`config.mk`:
```
export PLATFORM = sky130hd
export DESIGN_NAME = layer1_drain
export DESIGN_NICKNAME = d
export VERILOG_FILES = /design/src/rtl/layer1_drain.sv
export SDC_FILE = /design/constraint.sdc
export NUM_CORES = 1
export LEC_CHECK = 0
export ABC_AREA = 1
export BUFFER_PORTS_ARGS = -buffer_cell sky130_fd_sc_hd__buf_2
export CORE_MARGIN = 10
export CORE_UTILIZATION = 50
export DETAILED_ROUTE_END_ITERATION = 16
export HOLD_SLACK_MARGIN = 0.12
export PLACE_DENSITY = 0.79
export SYNTH_ARGS = -nofsm -noshare
export SYNTH_HDL_FRONTEND = slang
export SYNTH_SLANG_ARGS = --single-unit
```
`constraint.sdc`:
```
create_clock -name clk -period 6.2 [get_ports clk]
set_clock_uncertainty 0.05 [all_clocks]
set_input_delay 1.24 -clock clk [delete_from_list [all_inputs] [get_ports clk]]
set_output_delay 1.24 -clock clk [all_outputs]
set_load 0.02 [all_outputs]
```
`src/rtl/layer1_drain.sv`:
```
// ---------------------------------------------------------------------------
// layer1_drain
//
// Captures one finished 10-lane accumulation column and streams it out as ten
// 16-bit words with a valid/ready handshake. Each word carries its flat address
// col_idx*10 + lane. After the last word of column NUM_COLS-1 is accepted, a
// one-cycle done pulse closes the layer pass and the column index wraps to 0.
//
// Parameters
//   NUM_COLS  columns per layer pass (1..102)
//   ADDR_W    output address width (NUM_COLS*10 <= 2**ADDR_W)
//
// Ports
//   clk        rising-edge clock
//   reset      asynchronous active-high reset
//   column     ten 16-bit two's-complement lanes, lane k = column[16k+15:16k]
//   col_valid  column holds a finished accumulation
//   col_ready  block can capture a column (IDLE)
//   out_data   current output word
//   out_addr   word address col_idx*10 + lane
//   out_valid  out_data/out_addr valid (DRAIN)
//   out_ready  downstream accepts the word this cycle
//   done       one-cycle pulse after the final word of the pass is accepted
//
// Build option
//   LAYER1_DRAIN_RELU_EN  when defined, negative lanes are output as 16'h0000.
//                         Timing, handshake and addressing are unaffected.
// ---------------------------------------------------------------------------
module layer1_drain #(
    parameter int NUM_COLS = 32,
    parameter int ADDR_W   = 10
) (
    input  logic              clk,
    input  logic              reset,
    input  logic [159:0]      column,
    input  logic              col_valid,
    output logic              col_ready,
    output logic [15:0]       out_data,
    output logic [ADDR_W-1:0] out_addr,
    output logic              out_valid,
    input  logic              out_ready,
    output logic              done
);

    typedef enum logic [1:0] {
        IDLE  = 2'd0,
        DRAIN = 2'd1,
        DONE  = 2'd2
    } state_e;

    localparam logic [3:0]        LANE_LAST = 4'd9;
    localparam logic [ADDR_W-1:0] COL_LAST  = ADDR_W'(NUM_COLS - 1);

    state_e              state_q,     state_d;
    logic [3:0]          lane_q,      lane_d;
    logic [ADDR_W-1:0]   col_idx_q,   col_idx_d;
    logic [159:0]        buf_q,       buf_d;
    logic                col_ready_q, col_ready_d;
    logic                out_valid_q, out_valid_d;
    logic                done_q,      done_d;

    logic [15:0]         lane_word;

    // Next-state logic. The handshake flags are computed from the state being
    // entered so that they can be registered alongside it.
    always_comb begin
        // NOTE: every signal gets a default before the case so no path leaves
        // it unassigned; a missed branch would otherwise infer a latch.
        state_d     = state_q;
        lane_d      = lane_q;
        col_idx_d   = col_idx_q;
        buf_d       = buf_q;
        col_ready_d = col_ready_q;
        out_valid_d = out_valid_q;
        done_d      = 1'b0;

        unique case (state_q)
            IDLE: begin
                if (col_valid) begin
                    buf_d       = column;
                    lane_d      = 4'd0;
                    state_d     = DRAIN;
                    col_ready_d = 1'b0;
                    out_valid_d = 1'b1;
                end
            end

            DRAIN: begin
                if (out_ready) begin
                    if (lane_q != LANE_LAST) begin
                        lane_d = lane_q + 4'd1;
                    end else if (col_idx_q != COL_LAST) begin
                        col_idx_d   = col_idx_q + ADDR_W'(1);
                        state_d     = IDLE;
                        col_ready_d = 1'b1;
                        out_valid_d = 1'b0;
                    end else begin
                        state_d     = DONE;
                        out_valid_d = 1'b0;
                        done_d      = 1'b1;
                    end
                end
            end

            DONE: begin
                col_idx_d   = '0;
                state_d     = IDLE;
                col_ready_d = 1'b1;
            end

            default: begin
                state_d     = IDLE;
                col_ready_d = 1'b1;
                out_valid_d = 1'b0;
            end
        endcase
    end

    // NOTE: the column buffer is reset along with the control state so that
    // out_data reads 0 straight out of reset and an aborted column is wiped.
    always_ff @(posedge clk or posedge reset) begin
        if (reset) begin
            state_q     <= IDLE;
            lane_q      <= 4'd0;
            col_idx_q   <= '0;
            buf_q       <= '0;
            col_ready_q <= 1'b1;
            out_valid_q <= 1'b0;
            done_q      <= 1'b0;
        end else begin
            // NOTE: non-blocking assignments so every flop samples the values
            // from before this edge, independent of statement order.
            state_q     <= state_d;
            lane_q      <= lane_d;
            col_idx_q   <= col_idx_d;
            buf_q       <= buf_d;
            col_ready_q <= col_ready_d;
            out_valid_q <= out_valid_d;
            done_q      <= done_d;
        end
    end

    // Lane select straight from the held buffer: data and address only move
    // when lane_q/col_idx_q move, i.e. on an accepted transfer.
    assign lane_word = buf_q[{lane_q, 4'b0000} +: 16];

`ifdef LAYER1_DRAIN_RELU_EN
    assign out_data = lane_word[15] ? 16'h0000 : lane_word;
`else
    assign out_data = lane_word;
`endif

    assign out_addr  = col_idx_q * ADDR_W'(10) + ADDR_W'(lane_q);
    assign col_ready = col_ready_q;
    assign out_valid = out_valid_q;
    assign done      = done_q;

endmodule

```
After elaboration in Yosys (flattened, before gate mapping):

Cells that the tools add are included.

* bits in registers: 179
* latch bits: 0
* RAM bits: 0
* memory bits (read-only): 0
* output and inout bits: 29
* memories kept: 0

* add/sub/neg operators: 3
* $mul: 1
* divide/modulo/power cells: 0
* $lt $le $gt $ge: 0
* equality and inequality tests: 9
* shift operators: 1
* mux-type cells: 26
* bitwise operators: 1
* reductions and logical operators: 9

Operator list (number)
* variable part select 160 x 9 -> 16 bit: 1
* 2-to-1 mux 10 bit: 3
* one-hot mux 10 bit (2 select lines): 1
* AND reduction 4 bit: 4
* 2-to-1 mux 4 bit: 3
* 2-to-1 mux 1 bit: 11
* adder 10 x 1 -> 10 bit (second input constant): 1
* adder 10 x 4 -> 10 bit: 1
* multiplier 10 x 3 -> 9 bit (second input constant): 1
* != test 10 x 5 -> 1 bit (second input constant): 1
* != test 2 bit (second input constant): 5
* 2-to-1 mux 2 bit: 4
* one-hot mux 4 bit (2 select lines): 1
* adder 4 x 1 -> 4 bit (second input constant): 1
* != test 4 bit (second input constant): 1
* one-hot mux 2 bit (2 select lines): 1
* nonzero test 2 bit: 2
* one-hot mux 1 bit (3 select lines): 1
* AND reduction 3 bit: 1
* equality test 2 x 1 -> 1 bit (second input constant): 1
* equality test 2 bit (second input constant): 1
* zero test 2 bit: 1
* one-hot mux 1 bit (2 select lines): 1
* AND reduction 2 bit: 1
* NOT 1 bit: 1

Logic depth before layout (Yosys ltp):

Gate-level depths: netlist of the first run.

* depth in word-level cells: 5
* mapped depth: 11
* gate-level depth less buffers: 11

Least setup slack after synthesis of the first run:

Ideal clock, no wire load.

* path type: register to output
* from: register col_idx_q[1]
* to: output port out_addr[7]
* arrival time: 2135 ps
* required time: 4910 ps
* setup slack: 2775 ps
* stages on the path, launching flop included: 7
* buffers on the path: 0
* path through: dfrtp_1 -> ha_1 -> ha_1 -> fa_1 -> nand3_1 -> nor2_1 -> xor2_1

* word-level cells in the longest chain between the ends: 2

RTL lines
* start: declaration: RTL line 56 `logic [ADDR_W-1:0] col_idx_q, col_idx_d;`
* start signal: assignment: RTL line 135 `col_idx_q <= col_idx_d;`
* multiplier 10 x 3 -> 9 bit: RTL line 153 `assign out_addr = col_idx_q * ADDR_W'(10) + ADDR_W'(lane_q);`
* adder 10 x 4 -> 10 bit: RTL line 153
* end: declaration: RTL line 39 `output logic [ADDR_W-1:0] out_addr,`

No other way between the ends.

Final worst setup path of the first run:

* from: register lane_q[0]
* to: output port out_data[9]

* word-level cells in the longest chain between the ends: 1

RTL lines
* start: declaration: RTL line 55 `logic [3:0] lane_q, lane_d;`
* start signal: assignment: RTL line 134 `lane_q <= lane_d;`
* variable part select 160 x 9 -> 16 bit: RTL line 145 `assign lane_word = buf_q[{lane_q, 4'b0000} +: 16];`
* end: declaration: RTL line 38 `output logic [15:0] out_data,`

No other way between the ends.

==> results of run 1 <==
[power by group]
part           switching (W)  total, W  internal [W]
sequential          0.000307   0.00200       0.00169
clock               0.000460   0.00113      0.000668
combinational        0.00145   0.00216      0.000702
[synthesized netlist by cell type (15+ instances only)]
library cell  number  share of area
nor2_1            34          0.014
nand3_1           60          0.033
o21ai_0          103          0.057
nand2_1          538           0.22
dfrtp_1          178           0.50
a21oi_1           35          0.019
o211ai_1          32          0.027
clkbuf_1          23         0.0096
buf_2             23          0.013
ha_1              17          0.024
inv_1             71          0.030
buf_4             15          0.013
[stage by stage]
step / area (um2) / util
after floorplan: 8980 / -
after global placement: 9970 / 0.571
after detailed placement: 9970 / 0.571
after CTS: 10600 / 0.606
after global routing: 10600 / 0.606
final: 10600 / 0.606
[worst max-delay path by stage]
stage                        startpoint                   end  cells past startpoint
5_1_grt           lane_q[0]$_DFFE_PP0P_           out_data[5]                      6
2_1_floorplan                     reset  buf_q[0]$_DFFE_PP0P_                      1
4_1_cts        col_idx_q[1]$_DFFE_PP0P_           out_addr[9]                     10
6_report          lane_q[0]$_DFFE_PP0P_           out_data[9]                      6
3_3_place_gp   col_idx_q[1]$_DFFE_PP0P_           out_addr[9]                     10
3_5_place_dp   col_idx_q[1]$_DFFE_PP0P_           out_addr[9]                     10
[state kept, by name, summed over array words and instances (netlist names)]
| register | cells |
|---|---|
| state_q | 2 |
| lane_q | 4 |
| out_valid | 1 |
| done | 1 |
| col_ready | 1 |
| col_idx_q | 10 |
| buf_q | 160 |
[final cells by class]
type                       count  area, um2
antenna                        1       2.50
clock buffer                  24        482
clock inverter                 8        128
fill                        1546       6890
inverter                      77        299
multi-input combinational    854       3880
sequential                   179       4490
tap                          225        282
timing repair buffer         199       1030
[routing by layer]
metal  routed length (um)  part of all wire  GRT usage
met4                  659             0.025     0.0801
met2                12300              0.46      0.334
met5                    0                 0          0
met3                 1840             0.069     0.0404
met1                11800              0.44      0.303
[critical path, cell delays in order (launching register included)]
cell      delay [ns]
dfrtp_4         0.40
buf_4           0.89
o21ai_0         0.22
o211ai_1        0.40
nand3_1         0.14
nand2_1         0.09
buf_2           0.17
[cells by family (layout without fill, tap and decap cells)]
group,after synthesis,count (layout),synth area share
XOR/XNOR,9,9,0.00877
AO/OA/AOI/OAI,176,176,0.108
buffers and inverters,142,308,0.0696
adder cells (fa/ha/maj),19,19,0.0281
other,0,1,0
AND/OR/NAND/NOR,650,650,0.287
flip-flops,179,179,0.499
==> flow_summary.yaml, run 1 <==
sta:
  finalSetupViolCount: 0
  drv_slew: 0
  period_needed_ns: 4.07
  holdWs_ns: 0.427
  fmax_ghz: 0.245
  hold_viol: 0
  rsz0062_at_grt: "no"
  period_share: 0.657
  max_slew_margin: 0.201
  worstMarginPinSlew_ns: 1.20
  fin_ws_ns: 2.13
  setup_tns_ns: 0
placement:
  portBuffers: 192
  dp_cells: 1534
  gp_congestion: 0.899
  hpwl_mm: 19.4
  dpl_worst_slack_ns: 2.59
synth:
  synth_cell_types: 32
  synth_area_per_cell_um2: 7.65
  synth-main-ff-cell: "dfrtp_1"
  yosys_warnings: 0
  synth_nets: 1358
  ys_seq_area_frac: 0.499
  ys_async_sr_fraction: 1.00
  netlist_area_um2: 8980
  synth_cells: 1175
  ys_ff_latch: 179
  synth-edff-count: 0
cells_and_area:
  final_layout_size_suffix_gt1_frac: 0.183
  layout_common_cells: "538 x nand2_1, 192 x buf_2, 176 x dfrtp_1, 103 x o21ai_0, 70 x inv_1"
  final_common_cell: "nand2_1"
  final_nets: 1511
  stdcell_count: 1567
  syn_to_final_growth_pct: 17.8
setup_path:
  start_kind: "flip-flop"
  rr_worst_depth: 6
  end_kind: "output pin"
  r2r_end: "buf_q[91]$_DFFE_PP0P_"
  critPathKind: "flip-flop to output pin"
  crit_path_max_fanout: 132
  cp_data_arrival_time_ns: 2.78
  r2r_slack_ns: 3.57
  worstReg2RegStart: "state_q[0]$_DFFE_PP0P_"
  worst_ep_required_time_ns: 4.91
cts:
  h-tree-depth: 4
  cts_setup_buffers: 0
  clkSinkCount: 179
  clock_latency_ns: 0.43
  clock-root-buffer: "clkbuf_16"
  cts_resized: 0
  cts_tree: "built"
  cts_buffer_depth: 2
  clk_pin_slew_ns: 0.06
  cts_hold_buf: 0
  cts_made_buffers: 17
routing:
  drt_iter0_drc: 616
  routedWlPerCell_um: 17.0
  ant_nets: 0
  routed-via-count: 8182
  drc: 0
  drt-total-wl_mm: 26.6
  drtPass1Iterations: 6
  vias_per_cell: 5.22
global_routing:
  grt_max_degree: 133
  grt_pass1_vias: 8009
  track_usage: 0.219
  gr-total-overflow: 0
  grt_pass1_wl_mm: 42.1
  grt_antenna_before_repair: 1
min_path:
  hp-start: "buf_q[64]$_DFFE_PP0P_"
  hold_class: "flip-flop to flip-flop"
  min_path_cells: 2
  min_to: "buf_q[64]$_DFFE_PP0P_"
floorplanning:
  die_w_um: 154
  rows: 48
  initial_utilization: 0.514
  core_um2: 17500
  die_h_um: 154
  die_area_um2: 23700
  ioPinCount: 193
run_status:
  status: "completed"
power_and_ir_drop:
  p_total_w: 0.00529
  power.density_nw_per_um2: 499
  vdd_ir_drop_max_uv: 397
  p_leak_nw: 5.68
run:
  cap_violations: 0
(Power assumes the default switching activity.)
==> run 2, diff against run 1 <==
ABC_AREA = 0   (was 1)
CORE_UTILIZATION = 55   (was 50)
PLACE_DENSITY = 0.83   (was 0.79)
clock period = 3.9 ns   (was 6.2 ns; I/O delays follow)
==> flow_summary.yaml, run 2 <==
cells_and_area:
  layout_common_cells: "498 x nand2_1, 192 x buf_2, 175 x dfrtp_1, 36 x mux2i_1, 32 x mux4_2"
  final_layout_size_suffix_gt1_frac: 0.247
  largest_reg_flops: 160
  final_util: 0.671
  top_regs: "buf_q (160), col_idx_q (10), lane_q (4)"
  final_nets: 1270
  n_fill_cell: 1242
  syn_to_final_growth_pct: 19.1
  diodes: 0
  top_register: "buf_q"
  final_common_cell: "nand2_1"
global_routing:
  grt_pass1_wl_mm: 36.7
  track_usage: 0.215
  grt_max_degree: 180
  grt_antenna_before_repair: 0
  grt_pass1_vias: 7055
  gr-total-overflow: 0
sta:
  setup_tns_ns: 0
  rsz0062_at_grt: "no"
  finalSetupViolCount: 0
  period_needed_ns: 3.78
  fmax_ghz: 0.264
  max_slew_margin: 0.359
  period_share: 0.970
  hold_viol: 0
  worstMarginPinSlew_ns: 0.962
  drv_slew: 0
synth:
  synth_fa_ha_area_frac: 0.0293
  synth_top_family_by_area: "simple AND/OR/NAND/NOR gates"
  synth_cell_types: 40
  ys_seq_area_frac: 0.519
  synth_common_cells: "498 x nand2_1, 178 x dfrtp_1, 36 x mux2i_1"
  synthXorXnorAreaFrac: 0.0168
  post-synth-top-count-cell: "nand2_1"
  synth-main-ff-cell: "dfrtp_1"
  netlist_area_um2: 8630
  synth_cells: 920
  synth-simple-area-share: 0.245
  yosys_warnings: 0
  synth_area_per_cell_um2: 9.38
  synth-edff-count: 0
  ys_ff_latch: 179
  synth.area.mux_share: 0.128
  ys_async_sr_fraction: 1.00
  synth-compound-area-share: 0.0296
  synth_nets: 1103
  synth_area_leader_cell: "dfrtp_1"
  synth_area_leaders: "dfrtp_1 52%, nand2_1 22%, mux4_2 8.4%"
  yosysTopAreaCellShare: 0.516
cts:
  clk_pin_slew_ns: 0.06
  h-tree-depth: 4
  clock-root-buffer: "clkbuf_16"
  cts_tree: "built"
  cts_made_buffers: 17
  clock_latency_ns: 0.42
  clkSinkCount: 179
  cts_buffer_depth: 2
routing:
  drtPass1Iterations: 5
  routedWlPerCell_um: 17.1
  drt-total-wl_mm: 22.4
  ant_nets: 0
  routed-via-count: 6779
  drt_iter0_drc: 477
  drc: 0
  vias_per_cell: 5.17
floorplanning:
  rows: 45
  core_um2: 15300
  die_h_um: 145
  initial_utilization: 0.563
  die_w_um: 145
  die_area_um2: 21100
  ioPinCount: 193
setup_path:
  critPathKind: "flip-flop to output pin"
  crit_family: "adder cells"
  cp_num_buf_inv: 1
  cp_cell_sequence: "ha_1 > ha_1 > fa_1 > xnor2_1 > nand4b_1 > nand3b_1 > xnor3_1 > buf_2"
  crit_slowest_cell: "dfrtp_2"
  critPathMostFrequentCell: "ha_1"
  end_kind: "output pin"
  start_kind: "flip-flop"
  critPathMaxStageDelay_ns: 0.45
  cp_data_arrival_time_ns: 2.95
  worst_ep_required_time_ns: 3.07
  crit_path_max_fanout: 6
run:
  cap_violations: 0
placement:
  portBuffers: 192
  gp_congestion: 0.836
  hpwl_mm: 15.9
power_and_ir_drop:
  vdd_ir_drop_max_uv: 431
  p_leak_nw: 5.51
  power.density_nw_per_um2: 831
min_path:
  hold_class: "flip-flop to flip-flop"
run_status:
  status: "completed"
-- run 2: worst reg2reg max path, stage by stage (launching register included) --
cell and delay [ns]:
dfrtp_4 0.84, ha_1 0.29, and3b_1 0.26, nand3_2 0.20, nor3_1 0.35, nand3_1 0.15
mux2i_1 0.22
-- run 2: where the power goes --
part | switching [W] | internal [W] | total (W)
logic | 0.00204 | 0.00153 | 0.00358
clock network | 0.000684 | 0.000975 | 0.00166
registers | 0.000606 | 0.00270 | 0.00330
-- run 2: what timing repair did --
item	in CTS	in global routing
gates resized for setup	0	2
setup buffers	0	0
hold endpoints to repair	0	0
endpoints found under the setup margin	0	1
hold buffers	0	0
-- run 2: final cells by class --
type / instances / area, um2 / area share
Clock buffer: 23 / 468 / 0.0455
Clock inverter: 8 / 104 / 0.0101
Inverter: 4 / 18.8 / 0.00183
Multi-Input combinational cell: 685 / 3890 / 0.378
Sequential cell: 179 / 4490 / 0.437
Tap cell: 211 / 264 / 0.0257
Timing Repair Buffer: 200 / 1050 / 0.102
-- run 2: final timing paths --
kind	start	end	slack (ns)	cells past startpoint
worst max register to register	lane_q[0]$_DFFE_PP0P_	col_idx_q[9]$_DFFE_PP0P_	1.45	6
worst min-delay path	buf_q[114]$_DFFE_PP0P_	buf_q[114]$_DFFE_PP0P_	0.42	2
max in group asynchronous	reset	lane_q[0]$_DFFE_PP0P_	2.51	3
min in group asynchronous	reset	buf_q[36]$_DFFE_PP0P_	0.55	3
worst max-delay path	col_idx_q[1]$_DFFE_PP0P_	out_addr[9]	0.12	8
worst min register to register	buf_q[114]$_DFFE_PP0P_	buf_q[114]$_DFFE_PP0P_	0.42	2
-- run 2: cells by family (layout without fill, tap and decap cells) --
| family | after synthesis | after routing |
|---|---|---|
| AO/OA/AOI/OAI | 39 | 39 |
| XOR/XNOR | 15 | 15 |
| adder cells (fa/ha/maj) | 19 | 19 |
| buffers and inverters | 56 | 235 |
| flip-flops | 179 | 179 |
| multiplexers | 70 | 70 |
| AND/OR/NAND/NOR | 542 | 542 |
-- run 2: per-layer routing --
metal,vias to the layer above,part of all wire,GRT usage
li1,3312,-,-
met1,3236,0.44,0.288
met2,203,0.48,0.338
met3,28,0.060,0.0525
met4,0,0.019,0.0672
met5,-,0,0
-- run 2: per-stage QoR --
| stage | worst slack, ns | total power [W] | instance area (um2) | cells | hold slack [ns] |
|---|---|---|---|---|---|
| after floorplan | 0.711 | 0.00579 | 8630 | 920 | 0.390 |
| after global placement | 0.554 | 0.00677 | 9700 | 1279 | 0.402 |
| after detailed placement | 0.537 | 0.00690 | 9700 | 1279 | 0.408 |
| after CTS | 0.0597 | 0.00859 | 10300 | 1310 | 0.424 |
| after global routing | 0.00682 | 0.00916 | 10300 | 1310 | 0.438 |
| final | 0.116 | 0.00854 | 10300 | 1310 | 0.420 |
